===== src/rtl/push_conditioner.sv =====
// Push-button front end: per-button synchroniser, debounce, press/auto-repeat
// pulse generation and event stretching for slow-clock consumers.
module push_conditioner #(
    parameter int unsigned          NUM_BTN         = 5,
    parameter int unsigned          DEBOUNCE_CYCLES = 1_000_000,
    parameter int unsigned          REPEAT_DELAY    = 50_000_000,
    parameter int unsigned          REPEAT_PERIOD   = 20_000_000,
    parameter logic [NUM_BTN-1:0]   REPEAT_MASK     = NUM_BTN'(5'b00011),
    parameter int unsigned          STRETCH_CYCLES  = 100_000_000
) (
    input  logic               clk_osc,
    input  logic               reset,
    input  logic [NUM_BTN-1:0] push_raw,
    output logic [NUM_BTN-1:0] btn_level,
    output logic [NUM_BTN-1:0] btn_press,
    output logic [NUM_BTN-1:0] btn_event
);

    localparam int unsigned DB_W    = $clog2(DEBOUNCE_CYCLES + 1);
    localparam int unsigned REP_W_D = $clog2(REPEAT_DELAY + 1);
    localparam int unsigned REP_W_P = $clog2(REPEAT_PERIOD + 1);
    localparam int unsigned REP_W   = (REP_W_D > REP_W_P) ? REP_W_D : REP_W_P;
    localparam int unsigned ST_W    = $clog2(STRETCH_CYCLES + 1);

    localparam logic [DB_W-1:0]  DB_LAST     = DB_W'(DEBOUNCE_CYCLES - 1);
    localparam logic [REP_W-1:0] DELAY_LAST  = REP_W'(REPEAT_DELAY - 1);
    localparam logic [REP_W-1:0] PERIOD_LAST = REP_W'(REPEAT_PERIOD - 1);
    localparam logic [ST_W-1:0]  ST_LOAD     = ST_W'(STRETCH_CYCLES);

    typedef enum logic [1:0] {
        ST_IDLE   = 2'd0,
        ST_HELD   = 2'd1,
        ST_REPEAT = 2'd2
    } rep_state_t;

    for (genvar gi = 0; gi < int'(NUM_BTN); gi++) begin : g_btn
        logic             r_s1;
        logic             r_s2;
        logic             r_level;
        logic [DB_W-1:0]  r_db_cnt;
        rep_state_t       r_state;
        logic [REP_W-1:0] r_rep_cnt;
        logic             r_press;
        logic [ST_W-1:0]  r_st_cnt;
        logic             r_event;
        logic             w_rep_en;
        logic             w_fire;

        assign w_rep_en = REPEAT_MASK[gi];

        // Two-flop synchroniser followed by the stable-level debounce counter.
        always_ff @(posedge clk_osc or posedge reset) begin
            if (reset) begin
                r_s1     <= 1'b0;
                r_s2     <= 1'b0;
                r_level  <= 1'b0;
                r_db_cnt <= '0;
            end else begin
                r_s1 <= push_raw[gi];
                r_s2 <= r_s1;
                if (r_s2 == r_level) begin
                    r_db_cnt <= '0;
                end else if (r_db_cnt == DB_LAST) begin
                    r_level  <= r_s2;
                    r_db_cnt <= '0;
                end else begin
                    r_db_cnt <= r_db_cnt + DB_W'(1);
                end
            end
        end

        // Press/repeat decode; shared by the pulse register and the stretcher.
        always_comb begin
            w_fire = 1'b0;
            case (r_state)
                ST_IDLE:   w_fire = r_level;
                ST_HELD:   w_fire = r_level && w_rep_en && (r_rep_cnt == DELAY_LAST);
                ST_REPEAT: w_fire = r_level && (r_rep_cnt == PERIOD_LAST);
                default:   w_fire = 1'b0;
            endcase
        end

        // Repeat FSM; non-repeating buttons park in HELD with the counter idle.
        always_ff @(posedge clk_osc or posedge reset) begin
            if (reset) begin
                r_state   <= ST_IDLE;
                r_rep_cnt <= '0;
                r_press   <= 1'b0;
            end else begin
                r_press <= w_fire;
                case (r_state)
                    ST_IDLE: begin
                        r_rep_cnt <= '0;
                        if (r_level) begin
                            r_state <= ST_HELD;
                        end
                    end
                    ST_HELD: begin
                        if (!r_level) begin
                            r_state   <= ST_IDLE;
                            r_rep_cnt <= '0;
                        end else if (w_rep_en) begin
                            if (r_rep_cnt == DELAY_LAST) begin
                                r_state   <= ST_REPEAT;
                                r_rep_cnt <= '0;
                            end else begin
                                r_rep_cnt <= r_rep_cnt + REP_W'(1);
                            end
                        end
                    end
                    ST_REPEAT: begin
                        if (!r_level) begin
                            r_state   <= ST_IDLE;
                            r_rep_cnt <= '0;
                        end else if (r_rep_cnt == PERIOD_LAST) begin
                            r_rep_cnt <= '0;
                        end else begin
                            r_rep_cnt <= r_rep_cnt + REP_W'(1);
                        end
                    end
                    default: begin
                        r_state   <= ST_IDLE;
                        r_rep_cnt <= '0;
                    end
                endcase
            end
        end

        // Event stretcher: every pulse reloads, so close pulses merge.
        always_ff @(posedge clk_osc or posedge reset) begin
            if (reset) begin
                r_st_cnt <= '0;
                r_event  <= 1'b0;
            end else if (w_fire) begin
                r_st_cnt <= ST_LOAD;
                r_event  <= 1'b1;
            end else if (r_st_cnt != '0) begin
                r_st_cnt <= r_st_cnt - ST_W'(1);
                r_event  <= (r_st_cnt != ST_W'(1));
            end
        end

        assign btn_level[gi] = r_level;
        assign btn_press[gi] = r_press;
        assign btn_event[gi] = r_event;
    end

endmodule


===== config.mk =====
export PLATFORM = sky130hd
export DESIGN_NAME = push_conditioner
export DESIGN_NICKNAME = d
export VERILOG_FILES = /design/src/rtl/push_conditioner.sv
export SDC_FILE = /design/constraint.sdc
export NUM_CORES = 1
export LEC_CHECK = 0
export ABC_CLOCK_PERIOD_IN_PS = 27800
export BUFFER_PORTS_ARGS = -buffer_cell sky130_fd_sc_hd__buf_4
export CAP_MARGIN = 10
export CORE_MARGIN = 3
export CORE_UTILIZATION = 60
export DETAILED_ROUTE_END_ITERATION = 7
export PLACE_DENSITY = 0.76
export RECOVER_POWER = 50
export SYNTH_ARGS = -nofsm -noshare
export SYNTH_HDL_FRONTEND = slang
export SYNTH_SLANG_ARGS = --single-unit

===== constraint.sdc =====
create_clock -name clk_osc -period 27.8 [get_ports clk_osc]
set_clock_uncertainty 0.2 [all_clocks]
set_input_delay 5.56 -clock clk_osc [delete_from_list [all_inputs] [get_ports clk_osc]]
set_output_delay 5.56 -clock clk_osc [all_outputs]
set_load 0.01 [all_outputs]

After elaboration in Yosys (flattened, before gate mapping)
Index checks and enable logic that the tools add are counted.
Storage, ports and cells
  register bits: 400
  bits in latches: 0
  RAM bits: 0
  bits in read-only memories: 0
  output and inout port bits: 15
  memories: 0
Cells by class
  $add $sub $neg: 15
  $mul: 0
  divide/modulo/power cells: 0
  magnitude comparators: 0
  equality and inequality tests: 47
  shift operators: 0
  multiplexer cells: 76
  bitwise logic cells: 5
  reductions and logical operators: 35
Operators by type and width (number)
  two-way mux 26 bit: 17
  two-way mux 27 bit: 10
  case mux 26 bit (2 select lines): 5
  two-way mux 20 bit: 10
  != test 27 x 1 -> 1 bit (second input constant): 5
  nonzero test 27 bit: 5
  subtractor 27 x 1 -> 27 bit (second input constant): 5
  adder 26 x 1 -> 26 bit (second input constant): 5
  equality test 26 x 25 -> 1 bit (second input constant): 5
  adder 20 x 1 -> 20 bit (second input constant): 5
  equality test 20 bit (second input constant): 5
  equality test 26 bit (second input constant): 2
  two-way mux 2 bit: 14
  != test 2 bit (second input constant): 13
  AND reduction 2 bit: 8
  case mux 2 bit (2 select lines): 3
  case mux 2 bit (3 select lines): 2
  equality test 2 x 1 -> 1 bit (second input constant): 5
  equality test 2 bit (second input constant): 5
  zero test 2 bit: 5
  two-way mux 1 bit: 10
  nonzero test 2 bit: 5
  logical AND 1 bit: 7
  != test 3 bit (second input constant): 2
  other kinds (6): 20

Depth between registers and ports, before layout
Gate-level depths: netlist (run 1).
  depth after elaboration: 4
  depth in mapped cells: 9
  gate-level depth less buffers: 7

Least setup slack after synthesis (run 1)
Ideal clock, no wire load.
  path kind: flip-flop to output port
  start: register g_btn[2].r_level
  end: output btn_level[2]
  arrival time: 533 ps
  setup slack: 21507 ps
  stages on the path, launching flop included: 2
  path buffers: 1
  path through: dfrtp_1 > buf_4
RTL lines
  start: declaration: line 39  | logic r_level;
  start signal: assignment: line 64  | r_level <= r_s2;
  end: declaration: line 14  | output logic [NUM_BTN-1:0] btn_level,
No word-level cell between the ends.

==> results of run 1 <==
[per-stage QoR]
step | cell area (um2) | hold slack [ps]
3_5_place_dp | 16600 | 139
5_1_grt | 17700 | 158
3_3_place_gp | 16600 | 133
6_report | 17700 | 149
4_1_cts | 17800 | 153
2_1_floorplan | 16300 | 131
[layout by cell type, fill, tap and decap left out, types with 12 or more instances in the layout]
cell type  count
inv_1         46
buf_4         15
or2_2         13
o21ai_0       38
dfrtp_1      319
and3_1        27
xnor2_1      111
nor3_1        54
nand3_1       97
xor2_1        77
or3_1         51
nand2_1       99
o31ai_1       33
and4_1        12
nor4_1        61
nor2_1       251
nor2b_1       13
a21oi_1       38
ha_1          28
or4_1         49
nand4_1       42
clkbuf_16     36
[Yosys cell counts (all sizes together), types with 40 or more instances]
| cell | count |
|---|---|
| a21oi | 40 |
| clkbuf | 44 |
| dfrtp | 319 |
| inv | 47 |
| nand2 | 99 |
| nand3 | 97 |
| nand4 | 42 |
| nor2 | 251 |
| nor3 | 55 |
| nor4 | 62 |
| or3 | 51 |
| or4 | 50 |
| xnor2 | 111 |
| xor2 | 77 |
[layer usage]
layer  global-route usage  share of wire  vias to the layer above
met5                    0              0                        -
met4               0.0696          0.017                        0
met3               0.0347          0.033                       41
met2                0.358           0.47                      183
met1                0.305           0.48                     5943
li1                     -              -                     6008
[flip-flops by register name, indices dropped and copies added (netlist names)]
signal           flops
g_btn.r_st_cnt     135
g_btn.r_db_cnt     100
g_btn.r_rep_cnt     52
g_btn.r_state        7
g_btn.r_event        5
g_btn.r_level        5
g_btn.r_press        5
g_btn.r_s1           5
g_btn.r_s2           5
[report_power, final]
| group | switching [mW] | internal (mW) | total [mW] | leakage, nW |
|---|---|---|---|---|
| Clock | 0.183 | 0.283 | 0.466 | 0.575 |
| Sequential | 0.00232 | 0.467 | 0.469 | 4.42 |
| Combinational | 0.0124 | 0.00283 | 0.0152 | 3.11 |
| Total | 0.197 | 0.753 | 0.951 | 8.11 |
[how the worst max path moves through the flow]
stage	from	to	cells after the start
3_5_place_dp	reset	g_btn[1].r_st_cnt[0]	3
5_1_grt	reset	g_btn[4].r_level	2
6_report	reset	g_btn[4].r_db_cnt[14]	2
2_1_floorplan	reset	g_btn[0].r_db_cnt[0]	1
3_3_place_gp	reset	g_btn[1].r_st_cnt[26]	3
4_1_cts	g_btn[1].r_level	btn_level[1]	1
[cell type report]
class                   instances  area share
multi-input cells            1240       0.436
well taps                     335      0.0237
inverters                      50      0.0107
clock inverters                13     0.00907
flip-flops and latches        319       0.452
repair buffers                 28      0.0113
clock buffers                  46      0.0571
[cell families (layout without fill, tap and decap cells)]
family	after synthesis	after routing	share of synthesized area
xor+xnor	188	188	0.101
fa+ha+maj	28	28	0.0214
flops	319	319	0.489
simple gates	828	828	0.268
compound gates	182	182	0.0787
buf+inv	122	137	0.0331
mux	14	14	0.00927
==> metrics.md, run 1 <==
| Metric | Value |
|---|---|
| Outcome | `finished with violations` |
| Failing checks | `capacitance limit, slew limit` |
| Drt initial violations | `788` |
| Critical setup path kind | `in2async` |
| CP max stage delay | `3510 ps` |
| Fillers | `2,113` |
| Clock Latency Late Sink | `520 ps` |
| Initial antenna violation count | `0` |
| Yosys cell types | `66` |
| Post-route minimum period | `10,020 ps` |
| Setup-failing EPs final | `0` |
| Synthesis-to-finish area growth | `8.14%` |
| Slew HR | `-3.23` |
| Clk slew on worst S/H paths | `50 ps` |
| Max Cap Viol | `5` |
| Hold depth | `0` |
| Vias in the first global route | `12.0k` |
| Crit-path slowest cell | `clkinvlp_2` |
| Post-synth EDFFs | `0` |
| Cts hold-fix bufs | `0` |
| Global route overflow | `0` |
| Total Die Area | `0.0292 mm2` |
| Max clock buf depth | `3` |
| Post-Synthesis Cells | `1,681` |
| Core Rows | `59` |
| Main synth FF type | `dfrtp_1` |
| Hold Crit Class | `reg2reg` |
| Crit Reg-Reg Startpoint | `g_btn[1].r_st_cnt[22]` |
| Non-Filler Instances | `2,031` |
| Part of the Yosys area used for sequential elements | `0.489` |
| Register area | `0.00798 mm2` |
| Antenna viol nets, final | `0` |
| HP Start | `g_btn[4].r_s1` |
| Setup TNS | `0 ps` |
| Vias post-DR | `12.2k` |
| Multi-input gate area | `0.00771 mm2` |
| Max Freq | `99.8 MHz` |
| CP Launch Type | `primary input` |
| Worst Reg-to-Reg Cells | `5` |
| Initial core utilization | `0.618` |
| Top Ports | `22` |
| Mapped Nets | `1,716` |
| Initial DRT Pass Iterations | `5` |
| Worst Max-Slew Pin Slew | `6310 ps` |
| Fraction of registers with async set/reset | `1.00` |
| CP Max Fanout | `148` |
| Reg2Reg Setup Slack | `22,930 ps` |
| Root buffer cell | `clkbuf_16` |
| Synth area leaders | `dfrtp_1, xnor2_1, nor2_1, xor2_1, nand3_1` |
| Layout cells sized above 1 | `0.0631` |
| Post-CTS Setup Inserts | `0` |
| CTS sink cnt | `319` |
| WL/cell | `15.3 um` |
| Final WL | `31,000 um` |
| Htree depth | `2` |
| Critical Path RT | `27,040 ps` |
| First-pass GRT wire length | `54,900 um` |
| RSZ-0062 raised after global routing | `no` |
| Final hold vios | `0` |
| Power per cell area | `53.8 mW/mm2` |
| Synth top area share | `0.489` |
| GPL Wtd Cong | `0.833` |
| Final Core Density | `0.668` |
| WP data arrival | `9260 ps` |
| Port Buffers | `21` |
| Chip width | `171 um` |
| Syn. warnings | `0` |
| Crit path max-delay family | `buffers and inverters` |
| CTS Buf Count | `35` |
| Biggest area consumer among synthesized cells | `dfrtp_1` |
| Buf/Inv on CP | `2` |
| Vias per inst | `5.99` |
| Nets | `1,709` |
| Pleak | `8.11 nW` |
| Peak supply drop | `0.0447 mV` |
| Post-Syn Area | `0.0163 mm2` |
| Final Cycle Share | `0.361` |
| Slew Viols, Final | `210` |
| CTS resizes | `0` |
| DRC | `0` |
| Worst min-delay path endpoint | `g_btn[4].r_s2` |
| Post-route setup slack | `17,780 ps` |
| Reg-to-reg endpoint | `g_btn[1].r_st_cnt[7]` |
| Inst Count DP | `1,972` |
| Die Y | `171 um` |
| Gr usage total | `0.220` |
| Cell Chain, Critical Path | `clkbuf_4, clkinvlp_2` |
| Syn Area/Cell | `9.72 um2` |
| Post-place setup slack | `20,240 ps` |
| Nature of the critical path endpoint | `async pin` |
| Core area | `0.0264 mm2` |
| # diodes | `0` |
| Hpwl dp | `20,200 um` |
| Pwr Total | `951 uW` |
| CTS tree | `built` |
| Largest net degree at the start of global routing | `173` |
| Synth Register Bits | `319` |
No activity file was read; power rests on OpenSTA's default activity.
==> inputs of run 2 (changes only) <==
--- a/config.mk
+++ b/config.mk
@@ -5,11 +5,11 @@
 export SDC_FILE = /design/constraint.sdc
 export NUM_CORES = 1
 export LEC_CHECK = 0
-export ABC_CLOCK_PERIOD_IN_PS = 27800
+export ABC_CLOCK_PERIOD_IN_PS = 8500
 export BUFFER_PORTS_ARGS = -buffer_cell sky130_fd_sc_hd__buf_4
 export CAP_MARGIN = 10
 export CORE_MARGIN = 3
-export CORE_UTILIZATION = 60
+export CORE_UTILIZATION = 57
 export DETAILED_ROUTE_END_ITERATION = 7
 export PLACE_DENSITY = 0.76
 export RECOVER_POWER = 50
==> constraint.sdc (replaced) <==
create_clock -name clk_osc -period 8.5 [get_ports clk_osc]
set_clock_uncertainty 0.2 [all_clocks]
set_input_delay 1.7 -clock clk_osc [delete_from_list [all_inputs] [get_ports clk_osc]]
set_output_delay 1.7 -clock clk_osc [all_outputs]
set_load 0.01 [all_outputs]
==> metrics.md, run 2 (synthesized netlist as in run 1, its figures left out) <==
| Metric | Value |
|---|---|
| Core Rows | `61` |
| Internal | `2.56 mW` |
| Gr usage total | `0.207` |
| Fin area | `0.0179 mm2` |
| Switching power total | `641 uW` |
| Critical Path RT | `8670 ps` |
| GPL Wtd Cong | `0.847` |
| Synthesis-to-finish area growth | `9.54%` |
| Crit-path slowest cell | `clkinv_1` |
| Worst Reg-to-Reg Cells | `7` |
| Drt initial violations | `904` |
| Vias per inst | `5.88` |
| Final Cycle Share | `0.415` |
| Switching part of the total | `0.200` |
| CTS tree | `built` |
| M1 WL | `14,600 um` |
| Commonest non-fill, non-tap cell in the layout | `dfrtp_1` |
| Combinational power share | `0.016` |
| Antenna viol nets, final | `0` |
| CP max stage delay | `800 ps` |
| Initial DRT Pass Iterations | `5` |
| CTS sink cnt | `319` |
| Port Buffers | `21` |
| Post-route minimum period | `3530 ps` |
| Hold depth | `0` |
| Wire length on met2 | `14,900 um` |
| Post-route setup slack | `4970 ps` |
| First-pass GRT wire length | `55,100 um` |
| Final hold vios | `0` |
| Die Y | `175 um` |
| Chip width | `175 um` |
| WP data arrival | `3700 ps` |
| Total Die Area | `0.0307 mm2` |
| Worst hold slack | `146 ps` |
| Global route overflow | `0` |
| Sequential share of power | `0.480` |
| Max clock buf depth | `3` |
| Cell Chain, Critical Path | `ha_1, nand2_1, nor3b_1, a41o_1, o221ai_1, clkinv_1, or3_1` |
| Core area | `0.0280 mm2` |
| Final Core Density | `0.639` |
| Vias in the first global route | `11.9k` |
| Post-CTS Setup Inserts | `0` |
| Registers with the most flip-flops | `g_btn.r_st_cnt (135), g_btn.r_db_cnt (100), g_btn.r_rep_cnt (52)` |
| Htree depth | `2` |
| Peak supply drop | `0.109 mV` |
| Root buffer cell | `clkbuf_16` |
| Slew HR | `-0.0698` |
| Hold Crit Class | `reg2reg` |
| Cell Area, Placed | `0.0167 mm2` |
| Critical setup path kind | `reg2reg` |
| Failing checks | `capacitance limit, slew limit` |
| Initial core utilization | `0.583` |
| Layout cells sized above 1 | `0.0700` |
| Hpwl dp | `19,900 um` |
| Setup-failing EPs final | `0` |
| CP Launch Type | `flip-flop` |
| Nets | `1,710` |
| Max FFs per register | `135` |
| Power per cell area | `179 mW/mm2` |
| Top reg by flops | `g_btn.r_st_cnt` |
| RSZ-0062 raised after global routing | `no` |
| Outcome | `finished with violations` |
| Vias post-DR | `12.2k` |
| Max Cap Viol | `1` |
| Fillers | `2,256` |
| DR WL met3 | `1020 um` |
| Clk slew on worst S/H paths | `60 ps` |
| WL/cell | `15.1 um` |
| Setup TNS | `0 ps` |
| Top Ports | `22` |
| Clock Latency Late Sink | `500 ps` |
| Pleak | `8.17 nW` |
| Post-place setup slack | `4640 ps` |
| Largest net degree at the start of global routing | `172` |
| Worst Max-Slew Pin Slew | `1590 ps` |
| Slew Viols, Final | `11` |
| Final WL | `31,300 um` |
| CTS resizes | `0` |
| Cts hold-fix bufs | `0` |
| Initial antenna violation count | `0` |
| Clock power share | `0.504` |
| DR top layer | `met4` |
| Nature of the critical path endpoint | `flip-flop` |
| Max Freq | `284 MHz` |
| # diodes | `0` |
| Most frequent cells in the layout | `dfrtp_1, nor2_1, xnor2_1, nand2_1, nand3_1` |
| CTS Buf Count | `35` |
| CP Max Fanout | `19` |
| DRC | `0` |
## run 2: layer usage
metal,GRT usage,up-vias
met5,0,-
met4,0.0655,0
met3,0.0313,63
met2,0.345,178
met1,0.281,5974
li1,-,6005
## run 2: critical path: cells and delay by family, from the launching register on
family	cells	cell delay (ps)
AO/OA/AOI/OAI	2	990
buffers and inverters	1	800
AND/OR/NAND/NOR	3	730
flip-flops	1	400
adder cells (fa/ha/maj)	1	270
## run 2: power groups by stage
| stage | clock, mW | sequential, mW | combinational (mW) |
|---|---|---|---|
| after floorplan | 0 | 1.56 | 0.0387 |
| after global placement | 0 | 1.56 | 0.0532 |
| after detailed placement | 0 | 1.56 | 0.0539 |
| after CTS | 1.65 | 1.53 | 0.0543 |
| after global routing | 1.71 | 1.53 | 0.0605 |
| final | 1.61 | 1.53 | 0.0509 |
## run 2: path summary, 6_finish.rpt
kind	slack, ps	end	start
setup / recovery	4970	g_btn[0].r_st_cnt[20]	g_btn[0].r_rep_cnt[0]
hold / removal	150	g_btn[3].r_s2	g_btn[3].r_s1
setup reg to reg	4970	g_btn[0].r_st_cnt[20]	g_btn[0].r_rep_cnt[0]
hold reg to reg	150	g_btn[3].r_s2	g_btn[3].r_s1
max in group asynchronous	5260	g_btn[1].r_rep_cnt[11]	reset
min in group asynchronous	1280	g_btn[3].r_db_cnt[14]	reset
## run 2: area by class of cell
type,count,area [um2],area share
clock buffers,49,1020,0.0571
clock inverters,13,218,0.0122
inverters,50,189,0.0106
multi-input cells,1240,7800,0.436
flip-flops and latches,319,7980,0.446
well taps,378,473,0.0264
repair buffers,29,211,0.0118
## run 2: per-stage QoR
step                instances  total power, mW
floorplan                1681             1.60
global placement         2016             1.61
detailed placement       2016             1.62
CTS                      2078             3.24
global route             2078             3.30
finish                   2078             3.20
==> inputs of run 3 (changes only) <==
--- a/config.mk
+++ b/config.mk
@@ -5,11 +5,11 @@
 export SDC_FILE = /design/constraint.sdc
 export NUM_CORES = 1
 export LEC_CHECK = 0
-export ABC_CLOCK_PERIOD_IN_PS = 8500
+export ABC_CLOCK_PERIOD_IN_PS = 3600
 export BUFFER_PORTS_ARGS = -buffer_cell sky130_fd_sc_hd__buf_4
 export CAP_MARGIN = 10
 export CORE_MARGIN = 3
-export CORE_UTILIZATION = 57
+export CORE_UTILIZATION = 60
 export DETAILED_ROUTE_END_ITERATION = 7
 export PLACE_DENSITY = 0.76
 export RECOVER_POWER = 50
==> constraint.sdc (replaced) <==
create_clock -name clk_osc -period 3.6 [get_ports clk_osc]
set_clock_uncertainty 0.2 [all_clocks]
set_input_delay 0.72 -clock clk_osc [delete_from_list [all_inputs] [get_ports clk_osc]]
set_output_delay 0.72 -clock clk_osc [all_outputs]
set_load 0.01 [all_outputs]
==> metrics.md, run 3 (synthesized netlist as in run 1, its figures left out) <==
| Metric | Value |
|---|---|
| Port Buffers | `21` |
| Layout cells sized above 1 | `0.0817` |
| Post-place setup slack | `695 ps` |
| Nature of the critical path endpoint | `flip-flop` |
| Critical setup path kind | `reg2reg` |
| Max FFs per register | `135` |
| Die Y | `171 um` |
| Final Cycle Share | `0.834` |
| Htree depth | `2` |
| Fin area | `0.0179 mm2` |
| Post-route minimum period | `3000 ps` |
| Initial core utilization | `0.618` |
| Worst Max-Slew Pin Slew | `1560 ps` |
| Final Core Density | `0.678` |
| Drt initial violations | `883` |
| CP Max Fanout | `28` |
| Chip width | `171 um` |
| Total Die Area | `0.0292 mm2` |
| Peak supply drop | `0.416 mV` |
| Non-Filler Instances | `2,049` |
| Vias per inst | `6.04` |
| Core Rows | `59` |
| Gr usage total | `0.222` |
| Most frequent cells in the layout | `dfrtp_1, nor2_1, xnor2_1, nand2_1, nand3_1` |
| Top Ports | `22` |
| Global route overflow | `0` |
| Synthesis-to-finish area growth | `9.75%` |
| Core area | `0.0264 mm2` |
| Vias in the first global route | `12.0k` |
| Slew HR | `-0.0407` |
| Final WL | `31,500 um` |
| First-pass GRT wire length | `55,500 um` |
| Post-CTS Setup Inserts | `0` |
| Final hold vios | `0` |
| # diodes | `0` |
| DRC | `0` |
| Cell Area, Placed | `0.0168 mm2` |
| Pleak | `8.21 nW` |
| CTS Buf Count | `36` |
| Failing checks | `capacitance limit, slew limit` |
| Largest net degree at the start of global routing | `66` |
| Outcome | `finished with violations` |
| Post-route setup slack | `596 ps` |
| WP data arrival | `3230 ps` |
| Nets | `1,724` |
| CTS tree | `built` |
| Max clock buf depth | `3` |
| Commonest non-fill, non-tap cell in the layout | `dfrtp_1` |
| CTS resizes | `0` |
| Registers with the most flip-flops | `g_btn.r_st_cnt (135), g_btn.r_db_cnt (100), g_btn.r_rep_cnt (52)` |
| Slew Viols, Final | `66` |
| Critical Path RT | `3820 ps` |
| Hpwl dp | `20,700 um` |
| Worst hold slack | `125 ps` |
| Inst Count DP | `1,986` |
| RSZ-0062 raised after global routing | `no` |
| Initial DRT Pass Iterations | `5` |
| Clk slew on worst S/H paths | `60 ps` |
| Hold Crit Class | `in2reg` |
| Top reg by flops | `g_btn.r_st_cnt` |
| Initial antenna violation count | `0` |
| Setup TNS | `0 ps` |
| Antenna viol nets, final | `0` |
| CTS sink cnt | `319` |
| Max Freq | `333 MHz` |
| Vias post-DR | `12.4k` |
| Max Cap Viol | `1` |
| Root buffer cell | `clkbuf_16` |
| Pwr Total | `7.47 mW` |
| GPL Wtd Cong | `0.833` |
| WL/cell | `15.4 um` |
| Setup-failing EPs final | `0` |
| Clock Latency Late Sink | `520 ps` |
| Power per cell area | `417 mW/mm2` |
| Cts hold-fix bufs | `0` |
| CP Launch Type | `flip-flop` |
-- run 3: cell count changes in the layout (fill, tap and decap cells not counted), sizes merged --
| cell | change |
|---|---|
| inv | +3 |
| clkinvlp | +3 |
| bufinv | -2 |
| clkinv | -2 |
| clkbuf | +4 |
| buf | +8 |
-- run 3: per-layer routing --
metal	vias to the layer above	track usage	wire length, um
met3	36	0.0390	1080
met5	-	0	0
li1	6037	-	-
met1	6111	0.310	14900
met4	0	0.0532	481
met2	187	0.365	15100
-- run 3: power by group --
group	total (mW)	internal [mW]	switching, mW
combinational	0.122	0.0232	0.0987
sequential	3.62	3.61	0.0172
clock	3.73	2.28	1.45
total	7.47	5.91	1.56
-- run 3: cell type report --
cell class,count,area [um2]
Fill cell,2026,8500
Multi-Input combinational cell,1240,7830
Clock buffer,48,1020
Inverter,50,189
Sequential cell,319,7980
Tap cell,335,419
Timing Repair Buffer,42,299
Clock inverter,15,196
-- run 3: worst paths after layout --
kind                                          start                    end  slack, ps  cells after the start
worst min register to register        g_btn[2].r_s1          g_btn[2].r_s2        150                      0
max in group asynchronous                     reset  g_btn[1].r_st_cnt[13]        740                      3
worst max register to register  g_btn[3].r_state[0]  g_btn[3].r_st_cnt[25]        600                      6
worst min-delay path                    push_raw[2]          g_btn[2].r_s1        130                      1
worst max-delay path            g_btn[3].r_state[0]  g_btn[3].r_st_cnt[25]        600                      6
min in group asynchronous                     reset  g_btn[3].r_db_cnt[15]        330                      2
-- run 3: critical path, stage by stage (launching register included) --
cell      delay (ps)
dfrtp_1          380
inv_1             60
ha_1             190
clkbuf_1         960
o311ai_0         490
or3_1            470
a21oi_1          140
